==> src/rtl/jts16_snd_pkg.sv <==
`default_nettype none
// ============================================================================
//  Module  : jts16_snd_pkg
//  Purpose : Shared types and constants for the System 16A sound command
//            latch (main 68000 -> sound Z80 channel).
//  Contents: snd_state_t   latch state encoding (IDLE/PEND/SERVED)
//            FIFO_DEPTH    entries used when JTS16_SNDLATCH_FIFO_EN is defined
//            c_dout_rst    value shown on dout while nothing is held
//            c_snd_ack_rst snd_ack value out of reset (latch empty)
//  Revision: 1.0  initial release
// ============================================================================
package jts16_snd_pkg;

   typedef enum logic [1:0] {
      IDLE   = 2'd0,
      PEND   = 2'd1,
      SERVED = 2'd2
   } snd_state_t;

   localparam int         FIFO_DEPTH    = 4;
   localparam logic [7:0] c_dout_rst    = 8'hFF;
   localparam logic       c_snd_ack_rst = 1'b1;

endpackage
`default_nettype wire

==> src/rtl/jts16_snd_strobe.sv <==
`default_nettype none
// ============================================================================
//  Module  : jts16_snd_strobe
//  Purpose : Turns the asynchronous, active-low snd_irqn command strobe into a
//            single clk-wide capture pulse. The strobe is synchronised, must be
//            seen low for FILT consecutive samples, and the block re-arms only
//            after a synchronised high sample, so a long low gives one pulse.
//  Ports   : clk       system clock
//            rst       synchronous reset, active high
//            snd_irqn  raw command strobe (falling edge = new command)
//            cap       one-cycle capture pulse
//  Params  : SYNC  synchroniser depth (1..3)
//            FILT  consecutive low samples required to accept a strobe
//  Revision: 1.0  initial release
// ============================================================================
module jts16_snd_strobe #(
   parameter int SYNC = 2,
   parameter int FILT = 2
) (
   input  logic clk,
   input  logic rst,
   input  logic snd_irqn,
   output logic cap
);

   localparam int            CW         = $clog2(FILT + 1);
   localparam logic [CW-1:0] c_filt     = CW'(FILT);
   localparam logic [CW-1:0] c_filt_m1  = CW'(FILT - 1);

   logic [SYNC-1:0] r_sync;
   logic            w_synced;
   logic [CW-1:0]   r_cnt;
   logic            r_armed;
   logic            r_cap;

   // Chain is preset high so reset never looks like a strobe.
   generate
      if (SYNC == 1) begin : g_sync_one
         always_ff @(posedge clk) begin
            if (rst) r_sync <= '1;
            else     r_sync <= snd_irqn;
         end
      end else begin : g_sync_chain
         always_ff @(posedge clk) begin
            if (rst) r_sync <= '1;
            else     r_sync <= {r_sync[SYNC-2:0], snd_irqn};
         end
      end
   endgenerate

   assign w_synced = r_sync[SYNC-1];

   // r_cnt holds the number of low samples seen before the current one, so the
   // pulse is raised on the edge that samples the FILT-th consecutive low.
   always_ff @(posedge clk) begin
      if (rst) begin
         r_cnt   <= '0;
         r_armed <= 1'b1;
         r_cap   <= 1'b0;
      end else if (w_synced) begin
         r_cnt   <= '0;
         r_armed <= 1'b1;
         r_cap   <= 1'b0;
      end else begin
         if (r_cnt != c_filt) r_cnt <= r_cnt + 1'b1;
         r_cap <= r_armed && (r_cnt == c_filt_m1);
         if (r_armed && (r_cnt == c_filt_m1)) r_armed <= 1'b0;
      end
   end

   assign cap = r_cap;

endmodule
`default_nettype wire

==> src/rtl/jts16_snd_latch.sv <==
`default_nettype none
// ============================================================================
//  Module  : jts16_snd_latch
//  Purpose : Sound-CPU end of the System 16A main-to-sound command channel.
//            Captures the command byte on a filtered snd_irqn strobe, raises
//            the Z80 INT and reports the latch status back to the 68000.
//  Ports   : clk, rst   clock and synchronous active-high reset
//            snd_latch  command byte from PPI port A
//            snd_irqn   command strobe from PPI port C bit 7
//            snd_ack    to PPI port C bit 6 (1 = empty/read, 0 = pending)
//            latch_rd   one-cycle Z80 read of the latch port
//            int_ack    one-cycle Z80 interrupt acknowledge
//            dout       latch data to the Z80 bus
//            int_n      Z80 INT, active low
//            ovr_cnt    saturating count of overwritten/dropped commands
//  Options : JTS16_SNDLATCH_FIFO_EN  replaces the single latch with a
//            4-entry FIFO.
//  Revision: 1.0  initial release
// ============================================================================
module jts16_snd_latch #(
   parameter int SYNC = 2,
   parameter int FILT = 2
) (
   input  logic       clk,
   input  logic       rst,
   input  logic [7:0] snd_latch,
   input  logic       snd_irqn,
   output logic       snd_ack,
   input  logic       latch_rd,
   input  logic       int_ack,
   output logic [7:0] dout,
   output logic       int_n,
   output logic [7:0] ovr_cnt
);
   import jts16_snd_pkg::*;

   logic w_cap;

   jts16_snd_strobe #(
      .SYNC (SYNC),
      .FILT (FILT)
   ) u_strobe (
      .clk      (clk),
      .rst      (rst),
      .snd_irqn (snd_irqn),
      .cap      (w_cap)
   );

`ifdef JTS16_SNDLATCH_FIFO_EN
   logic [7:0] r_mem [FIFO_DEPTH];
   logic [1:0] r_wr;
   logic [1:0] r_rd;
   logic [2:0] r_fill;
   logic       r_served;   // head entry has been interrupt-acknowledged
   logic [7:0] r_ovr;
   logic       w_empty;
   logic       w_full;
   logic       w_pop;
   logic       w_push;
   logic       w_drop;

   assign w_empty = (r_fill == 3'd0);
   assign w_full  = (r_fill == 3'(FIFO_DEPTH));
   assign w_pop   = latch_rd && !w_empty;
   // The pop frees a slot first, so a push into a full FIFO with a
   // simultaneous pop is accepted.
   assign w_push  = w_cap && (!w_full || w_pop);
   assign w_drop  = w_cap && !w_push;

   always_ff @(posedge clk) begin
      if (w_push) r_mem[r_wr] <= snd_latch;
   end

   always_ff @(posedge clk) begin
      if (rst) begin
         r_wr     <= 2'd0;
         r_rd     <= 2'd0;
         r_fill   <= 3'd0;
         r_served <= 1'b0;
         r_ovr    <= 8'd0;
      end else begin
         if (w_push) r_wr <= r_wr + 2'd1;
         if (w_pop)  r_rd <= r_rd + 2'd1;
         case ({w_push, w_pop})
            2'b10:   r_fill <= r_fill + 3'd1;
            2'b01:   r_fill <= r_fill - 3'd1;
            default: r_fill <= r_fill;
         endcase
         // A new head always starts unacknowledged.
         if (w_pop)                    r_served <= 1'b0;
         else if (int_ack && !w_empty) r_served <= 1'b1;
         if (w_drop && (r_ovr != 8'hFF)) r_ovr <= r_ovr + 8'd1;
      end
   end

   assign dout    = w_empty ? c_dout_rst : r_mem[r_rd];
   assign int_n   = !(!w_empty && !r_served);
   assign snd_ack = w_empty;
   assign ovr_cnt = r_ovr;
`else
   snd_state_t r_state;
   snd_state_t w_next;
   logic       r_int_n;
   logic       r_ack;
   logic [7:0] r_dout;
   logic [7:0] r_ovr;

   // Capture has priority over both read and interrupt acknowledge.
   always_comb begin
      w_next = r_state;
      if (w_cap)
         w_next = PEND;
      else if (latch_rd && (r_state != IDLE))
         w_next = IDLE;
      else if (int_ack && (r_state == PEND))
         w_next = SERVED;
   end

   always_ff @(posedge clk) begin
      if (rst) begin
         r_state <= IDLE;
         r_int_n <= 1'b1;
         r_ack   <= c_snd_ack_rst;
         r_dout  <= c_dout_rst;
         r_ovr   <= 8'd0;
      end else begin
         r_state <= w_next;
         r_int_n <= (w_next != PEND);
         r_ack   <= (w_next == IDLE);
         if (w_cap) r_dout <= snd_latch;
         // A read in the capture cycle consumes the old byte, so the
         // replacement is not an overrun.
         if (w_cap && (r_state != IDLE) && !latch_rd && (r_ovr != 8'hFF))
            r_ovr <= r_ovr + 8'd1;
      end
   end

   assign dout    = r_dout;
   assign int_n   = r_int_n;
   assign snd_ack = r_ack;
   assign ovr_cnt = r_ovr;
`endif

endmodule
`default_nettype wire

==> config.mk <==
export PLATFORM = sky130hd
export DESIGN_NAME = jts16_snd_latch
export DESIGN_NICKNAME = d
export VERILOG_FILES = /design/src/rtl/jts16_snd_pkg.sv /design/src/rtl/jts16_snd_strobe.sv /design/src/rtl/jts16_snd_latch.sv
export SDC_FILE = /design/constraint.sdc
export NUM_CORES = 1
export LEC_CHECK = 0
export ABC_AREA = 0
export BUFFER_PORTS_ARGS = -buffer_cell sky130_fd_sc_hd__buf_4
export CORE_UTILIZATION = 53
export CTS_CLUSTER_DIAMETER = 40
export DETAILED_ROUTE_END_ITERATION = 7
export GPL_TIMING_DRIVEN = 0
export PLACE_DENSITY = 0.84
export SYNTH_ARGS = -nofsm -noshare
export SYNTH_HDL_FRONTEND = slang
export SYNTH_SLANG_ARGS = --single-unit
==> constraint.sdc <==
create_clock -name clk -period 1.95 [get_ports clk]
set_input_delay 0.195 -clock clk [delete_from_list [all_inputs] [get_ports clk]]
set_output_delay 0.195 -clock clk [all_outputs]
set_load 0.05 [all_outputs]
; Yosys cells after proc, flatten, opt, wreduce, memory -nomap -nowiden
; Index checks and enable logic that the tools add are counted.
[op_classes]
addsub = 2
n_eq_ne = 5
n_mux = 3
reduce_logical = 10
[op_table]
columns = cell, count
row1 = 8-bit by 1-bit adder with 8-bit output (second input constant), 1
row2 = 8-bit inequality test (second input constant), 1
row3 = 1-bit logical AND, 6
row4 = 2-bit two-way mux, 3
row5 = 2-bit by 1-bit equality test with 1-bit output (second input constant), 2
row6 = 2-bit by 1-bit adder with 2-bit output (second input constant), 1
row7 = 2-bit logical NOT, 1
row8 = 2-bit by 1-bit inequality test with 1-bit output (second input constant), 1
row9 = 2-bit inequality test (second input constant), 1
row10 = 2-bit nonzero test, 1
row11 = 2-bit OR reduction, 1
row12 = 1-bit logical NOT, 1
[word_totals]
register_bits = 26
out_inout_bits = 18

; Logic depth before layout (Yosys ltp)
; Gate-level depths: netlist of the first run.
[logic_depth]
ltp_word = 6
ltp_mapped = 5

; By module
; A second synthesis of the first run with hierarchy kept.
[unflattened]
hier_cells = 107
hier_area_um2 = 1054.8
[by_module_without_submodules]
columns = mod, instances, cells_per_inst, area_each_um2, seq_area_each_um2
row1 = jts16_snd_latch, 1, 87, 835.8, 400.4
row2 = jts16_snd_strobe, 1, 20, 219.0, 120.1

; Worst setup path after synthesis of the first run
; No wires, ideal clock.
[synth_path]
path_kind = reg2reg
start = register r_ovr[0] (netlist: ovr_cnt[0])
end = register r_ovr[3] (netlist: ovr_cnt[3])
setup_ps = 78
arrival_ps = 1616
t_required_ps = 1872
slack_ps = 256
path_stages_with_launch = 6
path_buffers = 0
synth_period_minus_slack_ps = 1694
cell_sequence = dfxtp_1 > ha_1 > nand2_1 > nor3_2 > and3b_1 > nor3_1
[synth_via]
elab_chain_cells = 2
word_cells_on_any_way = 3
cone_classes = add/sub (1) / eq/ne (1) / reduce/logical (1)
[synth_rtl]
columns = element, line
row1 = "start, declared", jts16_snd_latch.sv:106  ; logic [7:0] r_ovr;
row2 = "start signal, assigned", jts16_snd_latch.sv:134  ; r_ovr <= r_ovr + 8'd1;
row3 = branches (longest 2 deep; another with 8-bit by 1-bit adder with 8-bit output), -
; Parallel ways; which one is timed is not known.
; A chain may end at the register's enable or synchronous reset.

; Worst setup path after layout of the first run
[layout_path]
start = register r_ovr[1] (netlist: ovr_cnt[1])
end = register r_ovr[3] (netlist: ovr_cnt[3])
; The elaborated chain is that of the path after synthesis.

==> results.cfg, run 1 <==
[route]
drt_iter0_markers = 20
viasPerCell = 5.529
drcViolationCount = 0
drt-wirelength-per-cell_um = 12.26
first_pass_iters = 4
wl_um = 2084
ant_nets = 0
num_vias = 940

[sta]
fin_tns_setup_ns = 0
hold_viol = 0
fmax_mhz = 668.8
worstMarginPinSlew_ns = 0.4522
maxSlewViolCount = 0
layout_min_cycle_time_ns = 1.495
slew_headroom = 0.6986
setup_viol = 0
rsz0062_at_grt = no
finClkSkew_ns = 0.003889
timing.final.crit_share = 0.7668

[synth]
synth_most_common_cell = dfxtp_1
ys_ff_latch = 26
yosys_warnings = 0
synth_top_area_share = 0.4906
syn_nets = 128
async_flop_share = 0
synth_largest_area_cell = dfxtp_1
synth_area_sq_um = 1061
syn_area_per_cell_sq_um = 9.473
synth_edf_count = 0
synth.area.top_cells = dfxtp_1, a211o_1, nor2b_1, ha_1, nor2_1
yosysSeqAreaShare = 0.4906
synth_flop_cell = dfxtp_1
yosysUniqueCellTypes = 32
syn_inst = 112
synthTopCellsByCount = dfxtp_1, nor2_1, nor2b_1, a211o_1, a21oi_1

[clock_network]
clkLatencyLatePin_ns = 0.30
post_cts_buffers = 0
cts.repair.resized = 0
cts_tree = done
clock-sinks = 26
numCtsBuffers = 3
postCtsHoldBufs = 0
htree_levels = 1
cts_root_buf = clkbuf_4
clockBufferDepth = 2
clkTransAtPathRegs_ns = 0.12

[setup_path]
crit_fanout = 6
r2r_cells = 5
crit_chain = ha_1 > nand2_1 > nor3_2 > and3b_1 > nor3_1
critPathCaptureType = flip-flop
cpLargestDelayFamily = simple AND/OR/NAND/NOR gates
arrival_ns = 1.73
r2r_end = ovr_cnt[3]
cp_slowest_cell = dfxtp_1
r2r_start = ovr_cnt[1]
path_buf_inv = 0
path_class = flip-flop to flip-flop
cpPeakStageDelay_ns = 0.41
reg2reg_slack_ns = 0.45
crit_path_start_kind = flip-flop
critical_path_required_ns = 2.19

[pwr]
leakage_nw = 0.5309
ir_drop_uv = 469.8
power_mw = 0.7876
pwr_density_cell_nw_per_um2 = 587.7

[floorplan]
die_y_um = 46.74
dieArea_sq_um = 2185
rows = 15
die_w_um = 46.74
io_pins = 31
start_util = 0.5889
core_area_sq_um = 1802

[final_layout]
diodes = 0
drive_above_1_share = 0.2897
fillers = 148
syn_to_final_growth_pct = 26.30
nets = 163

[status]
status = finished clean

[grt]
grt_max_degree = 14
antenna_found_initial = 0
grt-ovfl-total = 0
first_global_vias = 819
grt.total_usage = 0.2216
grt_pass1_wl_um = 3353

[hold_path]
hold_depth = 2
min_to = u_strobe.r_sync[0]
worstHoldStart = snd_irqn
hp-class = input port to flip-flop

[placed_design]
hpwl_um = 1574
io_buffers = 30
routabilityCongestion = 0.8870

[job]
maxCapViolCount = 0
-- worst max path at each step --
stage / cells after the start / end / slack, ns / from
after floorplan: 5 / ovr_cnt[3] / 0.26 / ovr_cnt[0]
final: 5 / ovr_cnt[3] / 0.45 / ovr_cnt[1]
after global routing: 5 / ovr_cnt[3] / 0.30 / ovr_cnt[0]
after detailed placement: 5 / ovr_cnt[6] / 0.47 / ovr_cnt[0]
after CTS: 5 / ovr_cnt[6] / 0.44 / ovr_cnt[0]
after global placement: 5 / ovr_cnt[3] / 0.54 / ovr_cnt[0]
-- report_power, final --
| part | internal [mW] | switching (mW) | total [mW] |
|---|---|---|---|
| logic | 0.0226 | 0.0192 | 0.0418 |
| registers | 0.535 | 0.00179 | 0.536 |
| clock network | 0.0720 | 0.137 | 0.209 |
| total | 0.629 | 0.158 | 0.788 |
-- cell families (layout without fill, tap and decap cells) --
kind of cell             count (synthesis)  in the layout  synth area share
AO/OA/AOI/OAI                           24             24            0.1533
buffers and inverters                    9             42           0.03537
adder cells (fa/ha/maj)                  3              3           0.03538
flip-flops                              26             26            0.4906
AND/OR/NAND/NOR                         49             49            0.2771
XOR/XNOR                                 1              1          0.008256
-- registers in the layout, indices dropped and copies added (netlist names) --
register,flops
u_strobe.r_sync,2
u_strobe.cap,1
dout,8
ovr_cnt,8
snd_ack,1
int_n,1
u_strobe.r_cnt,2
r_state,2
u_strobe.r_armed,1
-- area by class of cell --
| class | instances | area (sq um) | area share |
|---|---|---|---|
| Buffer | 4 | 18.77 | 0.01401 |
| Inverter | 5 | 18.77 | 0.01401 |
| Sequential cell | 26 | 520.5 | 0.3884 |
| Multi-Input combinational cell | 77 | 503.0 | 0.3753 |
| Tap cell | 25 | 31.28 | 0.02334 |
| Clock buffer | 3 | 22.52 | 0.01681 |
| Timing Repair Buffer | 30 | 225.2 | 0.1681 |
-- metal layers --
| layer | vias to the layer above | wire [um] | global-route usage |
|---|---|---|---|
| met4 | 0 | 39 | 0.1429 |
| li1 | 464 | - | - |
| met1 | 442 | 924 | 0.2675 |
| met3 | 4 | 86 | 0.03462 |
| met5 | - | 0 | 0 |
| met2 | 30 | 1034 | 0.3667 |
-- layout by cell type (no fill, tap or decap), types with 2 or more instances in the layout --
master	synthesis	final
or3_1	2	2
ha_1	3	3
a211oi_1	2	2
dfxtp_1	26	26
a31oi_1	2	2
or2_2	2	2
buf_4	0	30
a21oi_1	7	7
o21ai_0	3	3
nor4b_1	2	2
nor3_2	2	2
nor3_1	5	5
buf_2	3	3
nor2b_1	9	9
nand3_1	3	3
nand2_1	3	3
nor4_1	2	2
inv_1	5	5
nor2_1	10	10
clkbuf_4	0	3
a211o_1	8	8
-- metrics by stage --
step           area (sq um)  utilization  setup WS (ns)  hold WS (ns)  instances
5_1_grt                1340       0.7438         0.2977       0.04357        170
3_5_place_dp           1318       0.7313         0.4685        0.3846        167
4_1_cts                1340       0.7438         0.4422       0.05670        170
2_1_floorplan          1061            -         0.2564        0.2835        112
6_report               1340       0.7438         0.4547       0.06815        170
3_3_place_gp           1318       0.7313         0.5407        0.3829        167
-- worst reg2reg max path, stage by stage, from the launching register on --
cell	delay, ns
dfxtp_1	0.41
ha_1	0.24
nand2_1	0.10
nor3_2	0.32
and3b_1	0.22
nor3_1	0.15
(Power assumes the default switching activity.)
==> inputs of run 2 (changes only) <==
--- a/config.mk
+++ b/config.mk
@@ -7,11 +7,11 @@
 export LEC_CHECK = 0
 export ABC_AREA = 0
 export BUFFER_PORTS_ARGS = -buffer_cell sky130_fd_sc_hd__buf_4
-export CORE_UTILIZATION = 53
+export CORE_UTILIZATION = 49
 export CTS_CLUSTER_DIAMETER = 40
 export DETAILED_ROUTE_END_ITERATION = 7
 export GPL_TIMING_DRIVEN = 0
-export PLACE_DENSITY = 0.84
+export PLACE_DENSITY = 0.79
 export SYNTH_ARGS = -nofsm -noshare
 export SYNTH_HDL_FRONTEND = slang
 export SYNTH_SLANG_ARGS = --single-unit
==> constraint.sdc (replaced) <==
create_clock -name clk -period 1.5 [get_ports clk]
set_input_delay 0.15 -clock clk [delete_from_list [all_inputs] [get_ports clk]]
set_output_delay 0.15 -clock clk [all_outputs]
set_load 0.05 [all_outputs]
==> results.cfg, run 2 (same netlist as run 1, synthesis figures left out) <==
[clock_network]
clkLatencyLatePin_ns = 0.32
cts.repair.resized = 0
htree_levels = 1
clkTransAtPathRegs_ns = 0.14
cts_tree = done
clock-sinks = 26
post_cts_buffers = 0
clockBufferDepth = 2
cts_root_buf = clkbuf_4
postCtsHoldBufs = 0
numCtsBuffers = 3

[setup_path]
r2r_end = ovr_cnt[6]
r2r_start = ovr_cnt[0]
reg2reg_slack_ns = 0.11
r2r_cells = 5
path_class = flip-flop to flip-flop
crit_fanout = 5
cpPeakStageDelay_ns = 0.38
cp.depth = 5
critPathCaptureType = flip-flop
arrival_ns = 1.63
crit_chain = ha_1 > inv_1 > nor4_2 > nor2_1 > a211oi_1
critical_path_required_ns = 1.74
cp_slowest_cell = dfxtp_2
cpLargestDelayFamily = simple AND/OR/NAND/NOR gates
path_buf_inv = 1
crit_path_start_kind = flip-flop

[placed_design]
io_buffers = 30
hpwl_um = 1618
routabilityCongestion = 0.8668

[sta]
slew_headroom = 0.6902
finClkSkew_ns = 0.01176
hold_viol = 0
layout_min_cycle_time_ns = 1.389
worstMarginPinSlew_ns = 0.4646
maxSlewViolCount = 0
timing.final.crit_share = 0.9260
fmax_mhz = 720.0
setup_viol = 0
hold_slack_ns = 0.01379

[final_layout]
nets = 163
syn_to_final_growth_pct = 29.60
final_common_cell = buf_4
drive_above_1_share = 0.3356
utilization = 0.6869
diodes = 0
final_cell_mix = buf_4, dfxtp_1, nor2_1
fillers = 160

[hold_path]
hold_depth = 2
hp-class = input port to flip-flop
min_to = u_strobe.r_sync[0]
worstHoldStart = snd_irqn

[route]
first_pass_iters = 4
drt-wirelength-per-cell_um = 12.72
wl_met3_um = 94
wl_um = 2201
num_vias = 928
drt_iter0_markers = 14
routed-wl-met2_um = 1070
highest_layer = met4
drcViolationCount = 0
ant_nets = 0
m1WireLength_um = 999
viasPerCell = 5.364

[floorplan]
dieArea_sq_um = 2356
start_util = 0.5300
io_pins = 31
rows = 16
core_area_sq_um = 2002
die_y_um = 48.54
die_w_um = 48.54

[grt]
grt_max_degree = 15
grt-ovfl-total = 0
first_global_vias = 827
grt.total_usage = 0.1940
grt_pass1_wl_um = 3532
antenna_found_initial = 0

[pwr]
ir_drop_uv = 659.5
pwr_density_cell_nw_per_um2 = 800.7
leakage_nw = 0.5574

[status]
status = finished clean

[job]
maxCapViolCount = 0
## run 2: cell count changes in the layout (fill, tap and decap cells not counted), sizes merged
| cell | change |
|---|---|
| clkbuf | +1 |
## run 2: metrics by stage
| stage | setup slack [ns] | power, mW | cells | TNS, ns | cell area (sq um) |
|---|---|---|---|---|---|
| finish | 0.1110 | 1.101 | 173 | 0 | 1375 |
| CTS | 0.03507 | 1.110 | 173 | 0 | 1363 |
| detailed placement | 0.08085 | 0.7674 | 169 | 0 | 1326 |
| floorplan | 0.003055 | 0.7326 | 112 | 0 | 1067 |
| global placement | 0.07978 | 0.7651 | 169 | 0 | 1326 |
| global route | -0.001723 | 1.146 | 173 | -0.001723 | 1375 |
## run 2: worst max path at each step
stage | start | endpoint | slack [ns]
6_report | ovr_cnt[0] | ovr_cnt[6] | 0.11
5_1_grt | ovr_cnt[0] | ovr_cnt[6] | -0.002
4_1_cts | ovr_cnt[0] | ovr_cnt[5] | 0.04
3_5_place_dp | ovr_cnt[0] | ovr_cnt[6] | 0.08
3_3_place_gp | ovr_cnt[0] | ovr_cnt[6] | 0.08
2_1_floorplan | ovr_cnt[5] | ovr_cnt[3] | 0.003
## run 2: layer usage
layer,GRT usage,vias up
li1,-,469
met1,0.2475,427
met2,0.3169,27
met3,0.03774,5
met4,0.08824,0
met5,0,-
## run 2: power by group
group	switching (mW)	leakage, nW	total [mW]	internal [mW]
registers	0.00258	0.213	0.698	0.695
logic	0.0250	0.323	0.0544	0.0294
clock network	0.201	0.0210	0.349	0.148
## run 2: area by class of cell
type | instances | area (sq um) | share of cell area
multi-input combinational | 77 | 515.5 | 0.3749
tap | 27 | 33.78 | 0.02457
clock buffer | 4 | 36.28 | 0.02639
timing repair buffer | 30 | 225.2 | 0.1638
inverter | 5 | 18.77 | 0.01365
sequential | 26 | 526.8 | 0.3831
buffer | 4 | 18.77 | 0.01365
